### src/rtl/iob_device.sv
// I/O bus device: CONO/DATAO command decode, busy/done transfer timer,
// CONI/DATAI read-back onto the wired-OR bus, priority-interrupt request.
module iob_device #(
  parameter logic [6:0]  DEVCODE     = 7'o10,
  parameter int unsigned BUSY_CYCLES = 100
) (
  input  logic        clk,
  input  logic        reset,
  input  logic [6:0]  ios,
  input  logic [35:0] iob_in,
  input  logic        iob_reset,
  input  logic        iob_cono_clear,
  input  logic        iob_cono_set,
  input  logic        iob_datao_clear,
  input  logic        iob_datao_set,
  input  logic        iob_status,
  input  logic        iob_datai,
  output logic [35:0] iob_out,
  output logic [6:0]  pi_req,
  output logic [35:0] dev_data,
  output logic        dev_strobe
);

  localparam int unsigned DW = 36;
  localparam int unsigned CW = 16;
  localparam int unsigned NL = 6;
  localparam logic [CW-1:0] CNT_LOAD = CW'(BUSY_CYCLES - 1);

  // Bit positions of the timing levels inside the level registers
  localparam int unsigned L_CC = 0;
  localparam int unsigned L_CS = 1;
  localparam int unsigned L_DC = 2;
  localparam int unsigned L_DS = 3;
  localparam int unsigned L_DI = 4;
  localparam int unsigned L_ST = 5;

  logic [6:0]    ios_q;
  logic [DW-1:0] in_q;
  logic          rst_q;
  logic [NL-1:0] lvl_q, lvl_d;

  logic [DW-1:0] dbuf_q, dbuf_n;
  logic [2:0]    pia_q, pia_n;
  logic          busy_q, busy_n;
  logic          done_q, done_n;
  logic [CW-1:0] cnt_q, cnt_n;
  logic [DW-1:0] out_n;
  logic [6:0]    pi_n;
  logic          strobe_n;

  logic          sel;
  logic [NL-1:0] edg;
  logic          expire;

  // Input capture plus one-cycle-delayed copy of the levels for edge detection
  always_ff @(posedge clk or negedge reset) begin
    if (!reset) begin
      ios_q <= '0;
      in_q  <= '0;
      rst_q <= 1'b0;
      lvl_q <= '0;
      lvl_d <= '0;
    end else begin
      ios_q <= ios;
      in_q  <= iob_in;
      rst_q <= iob_reset;
      lvl_q <= {iob_status, iob_datai, iob_datao_set, iob_datao_clear,
                iob_cono_set, iob_cono_clear};
      lvl_d <= lvl_q;
    end
  end

  // Next-state: timer first, then clears, then sets, then DATAI acknowledge
  always_comb begin
    dbuf_n   = dbuf_q;
    pia_n    = pia_q;
    busy_n   = busy_q;
    done_n   = done_q;
    cnt_n    = cnt_q;
    strobe_n = 1'b0;
    out_n    = '0;
    pi_n     = '0;

    sel    = (ios_q == DEVCODE);
    edg    = sel ? (lvl_q & ~lvl_d) : '0;
    expire = busy_q && (cnt_q == '0);

    if (busy_q && (cnt_q != '0)) begin
      cnt_n = cnt_q - CW'(1);
    end
    // Expiry is cancelled by anything that ends or restarts the transfer
    if (expire && !edg[L_CC] && !edg[L_DS] && !(edg[L_CS] && in_q[5])) begin
      busy_n   = 1'b0;
      done_n   = 1'b1;
      strobe_n = 1'b1;
    end
    if (edg[L_CC]) begin
      pia_n  = '0;
      busy_n = 1'b0;
      done_n = 1'b0;
    end
    if (edg[L_DC]) begin
      dbuf_n = '0;
      done_n = 1'b0;
    end
    if (edg[L_CS]) begin
      pia_n = pia_n | in_q[2:0];
      if (in_q[3]) done_n = 1'b1;
      if (in_q[4]) done_n = 1'b0;
      if (in_q[5]) begin
        busy_n = 1'b0;
        cnt_n  = '0;
      end
    end
    if (edg[L_DS]) begin
      dbuf_n = dbuf_n | in_q;
      busy_n = 1'b1;
      done_n = 1'b0;
      cnt_n  = CNT_LOAD;
    end
    if (edg[L_DI]) begin
      done_n = 1'b0;
    end

    if (done_q && (pia_q != '0)) begin
      pi_n = 7'(1) << (pia_q - 3'd1);
    end
    if (sel && lvl_q[L_ST]) begin
      out_n = DW'({busy_q, done_q, pia_q});
    end
    if (sel && lvl_q[L_DI]) begin
      out_n = out_n | dbuf_q;
    end

    if (rst_q) begin
      dbuf_n   = '0;
      pia_n    = '0;
      busy_n   = 1'b0;
      done_n   = 1'b0;
      cnt_n    = '0;
      strobe_n = 1'b0;
      out_n    = '0;
      pi_n     = '0;
    end
  end

  // Device state and registered outputs
  always_ff @(posedge clk or negedge reset) begin
    if (!reset) begin
      dbuf_q     <= '0;
      pia_q      <= '0;
      busy_q     <= 1'b0;
      done_q     <= 1'b0;
      cnt_q      <= '0;
      iob_out    <= '0;
      pi_req     <= '0;
      dev_strobe <= 1'b0;
    end else begin
      dbuf_q     <= dbuf_n;
      pia_q      <= pia_n;
      busy_q     <= busy_n;
      done_q     <= done_n;
      cnt_q      <= cnt_n;
      iob_out    <= out_n;
      pi_req     <= pi_n;
      dev_strobe <= strobe_n;
    end
  end

  assign dev_data = dbuf_q;

endmodule

### config.mk
export PLATFORM = sky130hd
export DESIGN_NAME = iob_device
export DESIGN_NICKNAME = d
export VERILOG_FILES = /design/src/rtl/iob_device.sv
export SDC_FILE = /design/constraint.sdc
export NUM_CORES = 1
export LEC_CHECK = 0
export BUFFER_PORTS_ARGS = -buffer_cell sky130_fd_sc_hd__buf_2
export CORE_ASPECT_RATIO = 1.1
export CORE_MARGIN = 2
export CORE_UTILIZATION = 57
export CTS_CLUSTER_SIZE = 20
export DETAILED_ROUTE_END_ITERATION = 10
export PLACE_DENSITY = 0.86
export SYNTH_ARGS = -nofsm -noshare
export SYNTH_HDL_FRONTEND = slang
export SYNTH_SLANG_ARGS = --single-unit
### constraint.sdc
create_clock -name clk -period 4.9 [get_ports clk]
set_input_delay 0.49 -clock clk [delete_from_list [all_inputs] [get_ports clk]]
set_output_delay 0.49 -clock clk [all_outputs]
set_load 0.03 [all_outputs]
==> summary.md, run 1 <==
| Metric | Value |
|---|---|
| Worst-path clk slew | `60 ps` |
| Status | `complete, no violations` |
| Ant diodes | `0` |
| Mapped Avg Cell Area | `14.1 µm²` |
| Largest net degree at the start of global routing | `113` |
| Minimum clock period after layout | `2800 ps` |
| Post-synth top area cell | `dfrtp_1` |
| Warnings from Yosys | `0` |
| Seq. cell area | `3910 µm²` |
| DRT antenna net count | `0` |
| # resized after CTS | `0` |
| Yosys top cell area share | `70.4%` |
| Initial Util | `59.0%` |
| Pins Over Slew Limit | `0` |
| Slew headroom | `20.4%` |
| Crit path max-delay family | `simple AND/OR/NAND/NOR gates` |
| Buf+Inv Stages, Crit Path | `1` |
| Worst slew pin tran | `1180 ps` |
| CP Launch Type | `flip-flop` |
| Tightest Hold Check Type | `in2reg` |
| Routability Congestion | `0.856` |
| Dominant synthesized flop cell | `dfrtp_1` |
| Critical Path RT | `5350 ps` |
| Port Buffers | `131` |
| Post-Syn Area | `5540 µm²` |
| Reg-to-reg slack, setup | `2100 ps` |
| RSZ-0062 raised after global routing | `false` |
| Top-count cell post-synth | `dfrtp_1` |
| Avg Vias per Cell | `6.08` |
| Crit share post-route | `57.2%` |
| HP Start | `iob_in[1]` |
| GRT Residual Overflow | `0` |
| First-pass GRT wire length | `20200 µm` |
| Die ar. | `10500 µm²` |
| Routed vias | `3931` |
| Drt drc | `0` |
| Setup Buffers After CTS | `0` |
| DRT Wirelength | `12600 µm` |
| Max_cap viols | `0` |
| Root Buffer | `clkbuf_8` |
| WL/cell | `19.5 µm` |
| Ranking of synthesized cells by area | `dfrtp_1 70%, a32o_1 5.6%, nor3b_1 4.6%` |
| CTS Buf Count | `17` |
| Post-synth ARST share | `100%` |
| Design area | `6840 µm²` |
| Hold Buf Count CTS | `0` |
| EDFF count, synth | `0` |
| Crit path DAT | `3250 ps` |
| Die H | `107 µm` |
| Post-route setup TNS | `0 ps` |
| Iter 0 DRT Violations | `319` |
| CP peak stage delay | `930 ps` |
| Area growth syn-to-layout | `23.3%` |
| R2R cell count | `6` |
| Leak | `0.00337 µW` |
| Hold path depth | `1` |
| Commonest cells in the netlist | `156 x dfrtp_1, 34 x nor3b_1, 31 x a32o_1, 18 x clkbuf_1, 17 x a21oi_1` |
| Die X | `98.0 µm` |
| Crit-path cells | `inv_1 > ha_1 > or4b_2 > nor3_1 > o21ai_0 > a21oi_1` |
| Path type of the worst setup path | `reg2reg` |
| Vias in the first global route | `4082` |
| HPWL Detailed | `7680 µm` |
| TritonCTS clock tree | `done` |
| Syn nets | `447` |
| Share of layout cells above drive strength 1 | `32.5%` |
| Worst vdd ir | `268 µV` |
| Initial antenna violation count | `0` |
| FMAX | `357 MHz` |
| Area post-placement | `6270 µm²` |
| Setup violators final | `0` |
| Yosys cell types | `50` |
| Core Area | `9400 µm²` |
| Latest clock arrival within the worst-skew pair | `530 ps` |
| Final Skew | `5.47 ps` |
| Area occupied by multi-input gates | `1500 µm²` |
| Slowest CP cell | `nor3_1` |
| R2r endpoint | `cnt_q[8]` |
| Syn Inst Count | `392` |
| TritonCTS sink count | `156` |
| DRT Pass-1 Iters | `5` |
| Synth Register Bits | `156` |
| Max H-tree Level | `4` |
| Worst r2r src | `cnt_q[0]` |
| Fin nets | `575` |
| Overall routing resource usage | `24.9%` |
| Longest Clk Path Bufs | `2` |
| Fill count | `596` |
| FP Rows | `37` |
| Crit end category | `flip-flop` |
| # IOs | `132` |
| Final hold vios | `0` |
| Post-synthesis sequential area ratio | `70.4%` |
| Pwr/cell area | `389 nW/µm²` |
| Worst Hold End | `in_q[1]` |
| Worst-path maximum fanout | `14` |
-- metal layers --
metal	vias to the layer above	wire, µm	global-route usage, %
met5	-	0	0
met4	0	321	12.8
met3	28	802	6.95
li1	1726	-	-
met2	166	6670	41.6
met1	2011	4830	29.8
-- kinds of logic (layout without fill, tap and decap cells) --
| logic type | Yosys count | in the layout | synth area share [%] |
|---|---|---|---|
| AO/OA/AOI/OAI | 89 | 89 | 12.6 |
| adder cells (fa/ha/maj) | 3 | 3 | 0.677 |
| AND/OR/NAND/NOR | 112 | 112 | 13.8 |
| buffers and inverters | 32 | 170 | 2.48 |
| flip-flops | 156 | 156 | 70.4 |
-- placed cells by master, fill, tap and decap left out, types with 3 or more instances in the layout --
| cell type | n |
|---|---|
| ha_1 | 3 |
| nor3_1 | 11 |
| o21ai_0 | 10 |
| nand4b_1 | 3 |
| clkbuf_8 | 3 |
| a22oi_1 | 5 |
| inv_1 | 5 |
| buf_2 | 130 |
| nor3b_1 | 34 |
| a22o_1 | 4 |
| clkbuf_1 | 3 |
| nor2_1 | 12 |
| nor2b_1 | 5 |
| nand2_1 | 6 |
| or3_1 | 6 |
| o31ai_1 | 7 |
| clkbuf_16 | 16 |
| bufinv_16 | 3 |
| a21oi_1 | 17 |
| or4_1 | 8 |
| a32o_1 | 31 |
| dfrtp_1 | 155 |
| o2111ai_1 | 3 |
| buf_4 | 4 |
| nand3_1 | 9 |
-- worst max path at each step --
stage / from / to / cells after the start
floorplan: cnt_q[0] / cnt_q[0] / 6
global placement: ios_q[5] / iob_out[21] / 4
detailed placement: cnt_q[0] / cnt_q[8] / 6
CTS: cnt_q[0] / cnt_q[8] / 6
global route: cnt_q[0] / cnt_q[8] / 6
finish: cnt_q[0] / cnt_q[8] / 6
-- state kept, by name, indices dropped and copies added, names as in the netlist --
signal / count
busy_q: 1
cnt_q: 16
dev_data: 36
dev_strobe: 1
done_q: 1
in_q: 36
iob_out: 36
ios_q: 7
lvl_d: 5
lvl_q: 6
pi_req: 7
pia_q: 3
rst_q: 1
-- where the power goes --
part           leakage (µW)  internal, µW  switching (µW)  total (µW)
Sequential          0.00205          1310            17.1        1330
Combinational       0.00104          21.3            45.6        66.9
Clock              0.000277           793             473        1270
-- stage by stage --
| stage | std cells | setup WS [ps] | util [%] | total power, µW | hold WS (ps) |
|---|---|---|---|---|---|
| floorplan | 392 | 2740 | - | 1360 | 194 |
| global placement | 618 | 2320 | 66.7 | 1420 | 354 |
| detailed placement | 618 | 2150 | 66.7 | 1420 | 364 |
| CTS | 647 | 2110 | 72.7 | 2680 | 44.3 |
| global route | 647 | 1820 | 72.7 | 2750 | 42.5 |
| finish | 647 | 2100 | 72.7 | 2660 | 62.9 |
-- worst register-to-register path, cell delays in order (launching register included) --
cell,delay [ps]
dfrtp_1,390
inv_1,160
ha_1,180
or4b_2,660
nor3_1,930
o21ai_0,230
a21oi_1,180
-- final cells by class --
cell class | instances | area share, %
clock inverters | 7 | 1.70
clock buffers | 22 | 6.63
well taps | 117 | 2.14
inverters | 6 | 0.329
multi-input cells | 204 | 22.0
flip-flops and latches | 156 | 57.1
repair buffers | 135 | 10.1
(Power assumes the default switching activity.)
==> inputs of run 2 (changes only) <==
--- a/config.mk
+++ b/config.mk
@@ -5,13 +5,14 @@
 export SDC_FILE = /design/constraint.sdc
 export NUM_CORES = 1
 export LEC_CHECK = 0
+export ABC_AREA = 1
 export BUFFER_PORTS_ARGS = -buffer_cell sky130_fd_sc_hd__buf_2
 export CORE_ASPECT_RATIO = 1.1
 export CORE_MARGIN = 2
-export CORE_UTILIZATION = 57
+export CORE_UTILIZATION = 53
 export CTS_CLUSTER_SIZE = 20
 export DETAILED_ROUTE_END_ITERATION = 10
-export PLACE_DENSITY = 0.86
+export PLACE_DENSITY = 0.81
 export SYNTH_ARGS = -nofsm -noshare
 export SYNTH_HDL_FRONTEND = slang
 export SYNTH_SLANG_ARGS = --single-unit
==> constraint.sdc (replaced) <==
create_clock -name clk -period 2.7 [get_ports clk]
set_input_delay 0.27 -clock clk [delete_from_list [all_inputs] [get_ports clk]]
set_output_delay 0.27 -clock clk [all_outputs]
set_load 0.03 [all_outputs]
==> run 2 against run 1 <==
Flip-flop and latch count is the same. Hold slack better by 310 ps. Critical path depth is 1 higher. Non-clock buffer count grew 52. Power is 94% higher. Die area up 11%. Critical path type unchanged. Largest cell class unchanged. Largest power group is now clock.
==> summary.md, run 2 <==
| Metric | Value |
|---|---|
| Synth Register Bits | `156 (unchanged)` |
| First-pass GRT wire length | `22000 µm (+9.2%)` |
| Crit path DAT | `2350 ps (-900 ps)` |
| Routed vias | `4455 (+13%)` |
| Core Area | `10500 µm² (+12%)` |
| Post-route setup TNS | `0 ps (unchanged)` |
| HP Start | `lvl_q[3]` |
| Share of layout cells above drive strength 1 | `27.7% (-4.8 points)` |
| Initial antenna violation count | `0 (unchanged)` |
| Final hold vios | `0 (unchanged)` |
| Ant diodes | `0 (unchanged)` |
| Leak | `0.00392 µW (+17%)` |
| Crit share post-route | `75.0% (+18 points)` |
| Root Buffer | `clkbuf_16` |
| Clock share of power | `49.7% (+2.1 points)` |
| Tightest Hold Check Type | `reg2reg` |
| Worst slew pin tran | `778 ps (-406 ps)` |
| DRT Pass-1 Iters | `5 (unchanged)` |
| Pins Over Slew Limit | `0 (unchanged)` |
| Net Switching | `1110 µW (+110%)` |
| Most common cell after layout, fill and taps aside | `dfrtp_1` |
| Minimum clock period after layout | `2020 ps (-778 ps)` |
| RSZ-0062 raised after global routing | `false` |
| Dominant synthesized flop cell | `dfrtp_1` |
| CTS Buf Count | `17 (unchanged)` |
| Die H | `113 µm (+5.4%)` |
| TritonCTS sink count | `156 (unchanged)` |
| Avg Vias per Cell | `5.24 (-14%)` |
| Worst r2r src | `ios_q[5]` |
| Post-synthesis sequential area ratio | `67.9% (-2.5 points)` |
| Setup Buffers After CTS | `0 (unchanged)` |
| GRT Residual Overflow | `0 (unchanged)` |
| Post-synth ARST share | `100% (unchanged)` |
| EDFF count, synth | `0 (unchanged)` |
| Largest net degree at the start of global routing | `82 (-27%)` |
| Slowest CP cell | `inv_2` |
| WL/cell | `16.2 µm (-17%)` |
| Max_cap viols | `0 (unchanged)` |
| DRT Wirelength | `13800 µm (+9.0%)` |
| Syn nets | `566 (+27%)` |
| Yosys top cell area share | `67.9% (-2.5 points)` |
| Vias in the first global route | `4615 (+13%)` |
| Worst-path maximum fanout | `33 (+19)` |
| Die X | `103 µm (+5.4%)` |
| Most frequent cells in the layout | `155 x dfrtp_1, 130 x buf_2, 57 x inv_1, 52 x nand2_1, 52 x nor2_1` |
| Warnings from Yosys | `0 (unchanged)` |
| Combinational share of power | `4.0% (+1.5 points)` |
| Crit end category | `flip-flop` |
| Crit-path cells | `nor2_1 > nand2_2 > nor2_4 > nand2_2 > inv_2 > nand2_1 > o22ai_1` |
| P_int | `4060 µW (+91%)` |
| Overall routing resource usage | `24.9% (about the same)` |
| Post-synth top area cell | `dfrtp_1` |
| FP Rows | `39 (+5.4%)` |
| FMAX | `494 MHz (+38%)` |
| Crit-path most repeated cell | `nand2_2` |
| Post-Syn Area | `5750 µm² (+3.7%)` |
| HPWL Detailed | `7990 µm (+4.0%)` |
| Max H-tree Level | `4 (unchanged)` |
| Final Hold Slack | `377 ps (+314 ps)` |
| Critical Path RT | `3030 ps (-2320 ps)` |
| Ranking of synthesized cells by area | `dfrtp_1 68%, nand3_1 3.7%, inv_1 3.7%` |
| Die ar. | `11700 µm² (+11%)` |
| Worst vdd ir | `443 µV (+65%)` |
| Initial Util | `54.8% (-4.2 points)` |
| Pwr/cell area | `673 nW/µm² (+73%)` |
| Fin nets | `750 (+30%)` |
| Switching Fraction | `21.5% (+1.3 points)` |
| Area growth syn-to-layout | `33.7%` |
| Commonest cells in the netlist | `156 x dfrtp_1, 57 x inv_1, 52 x nand2_1, 52 x nor2_1, 43 x nand3_1` |
| Critical path origin | `ios_q[5]` |
| Port Buffers | `131 (unchanged)` |
| Worst-path clk slew | `60 ps (about the same)` |
| Drt drc | `0 (unchanged)` |
| TritonCTS clock tree | `done` |
| Iter 0 DRT Violations | `374 (+17%)` |
| Routability Congestion | `0.881 (+2.9%)` |
| Slew headroom | `47.9% (+28 points)` |
| CP Launch Type | `flip-flop` |
| Path type of the worst setup path | `reg2reg` |
| DRT antenna net count | `0 (unchanged)` |
| Latest clock arrival within the worst-skew pair | `420 ps (-110 ps)` |
| Flop pwr share | `46.3% (-3.6 points)` |
| CP peak stage delay | `430 ps (-500 ps)` |
| # IOs | `132 (unchanged)` |
| Top-count cell post-synth | `dfrtp_1` |
| Longest Clk Path Bufs | `2 (unchanged)` |
| Syn Inst Count | `511 (+30%)` |
| Setup violators final | `0 (unchanged)` |
| Status | `complete, no violations` |
| Final Skew | `9.38 ps (+3.92 ps)` |
| Yosys cell types | `36 (-28%)` |
| Mapped Avg Cell Area | `11.2 µm² (-20%)` |
## run 2: cell types whose count changed in the layout (fill, tap and decap cells not counted), moves of 7 or more
cell,change
dlygate4sd3_1,+51
inv_1,+52
o31ai_1,+21
nor2_1,+40
nor3_1,+18
xor2_1,+7
a21oi_1,-13
nand3_1,+34
nand2_1,+46
a32o_1,-31
nor3b_1,-34
or4_1,-8
## run 2: power by group through the flow
stage	clock network, µW	logic, µW	registers [µW]
finish	2570	207	2400
global route	2690	230	2400
CTS	2580	205	2400
detailed placement	0	148	2440
global placement	0	143	2440
floorplan	0	47.0	2440
## run 2: layer usage
layer	track usage [%]	up-vias	part of all wire [%]
li1	-	2049	-
met1	30.2	2188	39
met2	42.5	195	53
met3	6.05	23	5.4
met4	10.1	0	2.3
met5	0	-	0
## run 2: path summary, 6_finish.rpt
kind | to | slack [ps] | depth (start not counted)
min in group asynchronous | iob_out[24] | 470 | 2
hold / removal | lvl_d[3] | 380 | 0
setup reg to reg | dev_data[1] | 680 | 7
max in group asynchronous | lvl_q[2] | 1490 | 3
setup / recovery | dev_data[1] | 680 | 7
hold reg to reg | lvl_d[3] | 380 | 0
## run 2: timing repair
item                      in CTS  in global routing
hold buffers                  51                  0
hold endpoints to repair     129                  0
gates resized for setup        0                  0
## run 2: metrics by stage
step / setup slack, ps / area [µm²] / std cells / total power (µW) / utilization (%)
after floorplan: 1250 / 5750 / 511 / 2480 / -
after global placement: 836 / 6530 / 768 / 2580 / 62.2
after detailed placement: 683 / 6530 / 768 / 2590 / 62.2
after CTS: 666 / 7680 / 851 / 5180 / 73.2
after global routing: 516 / 7680 / 851 / 5320 / 73.2
final: 675 / 7680 / 851 / 5170 / 73.2
## run 2: cell families after synthesis
group                      Yosys count  share of synthesized area [%]
adders and majority gates            3                          0.653
buffers and inverters               82                           5.94
and+or+nand+nor                    198                           16.1
xor gates and xnor gates            10                           1.52
DFF                                156                           67.9
AOI/OAI and AO/OA                   62                           7.82
## run 2: worst max-delay path, delay by kind of cell, from the launching register on
| kind | cells | cell delay, ps |
|---|---|---|
| simple gates | 5 | 910 |
| buf+inv | 1 | 430 |
| flops | 1 | 380 |
| compound gates | 1 | 200 |
## run 2: cell type report
type | instances | area [µm²]
clock buffer | 18 | 439
fill | 655 | 2810
sequential | 156 | 3910
multi-input combinational | 273 | 1500
tap | 143 | 179
inverter | 60 | 229
timing repair buffer | 187 | 1220
clock inverter | 14 | 206
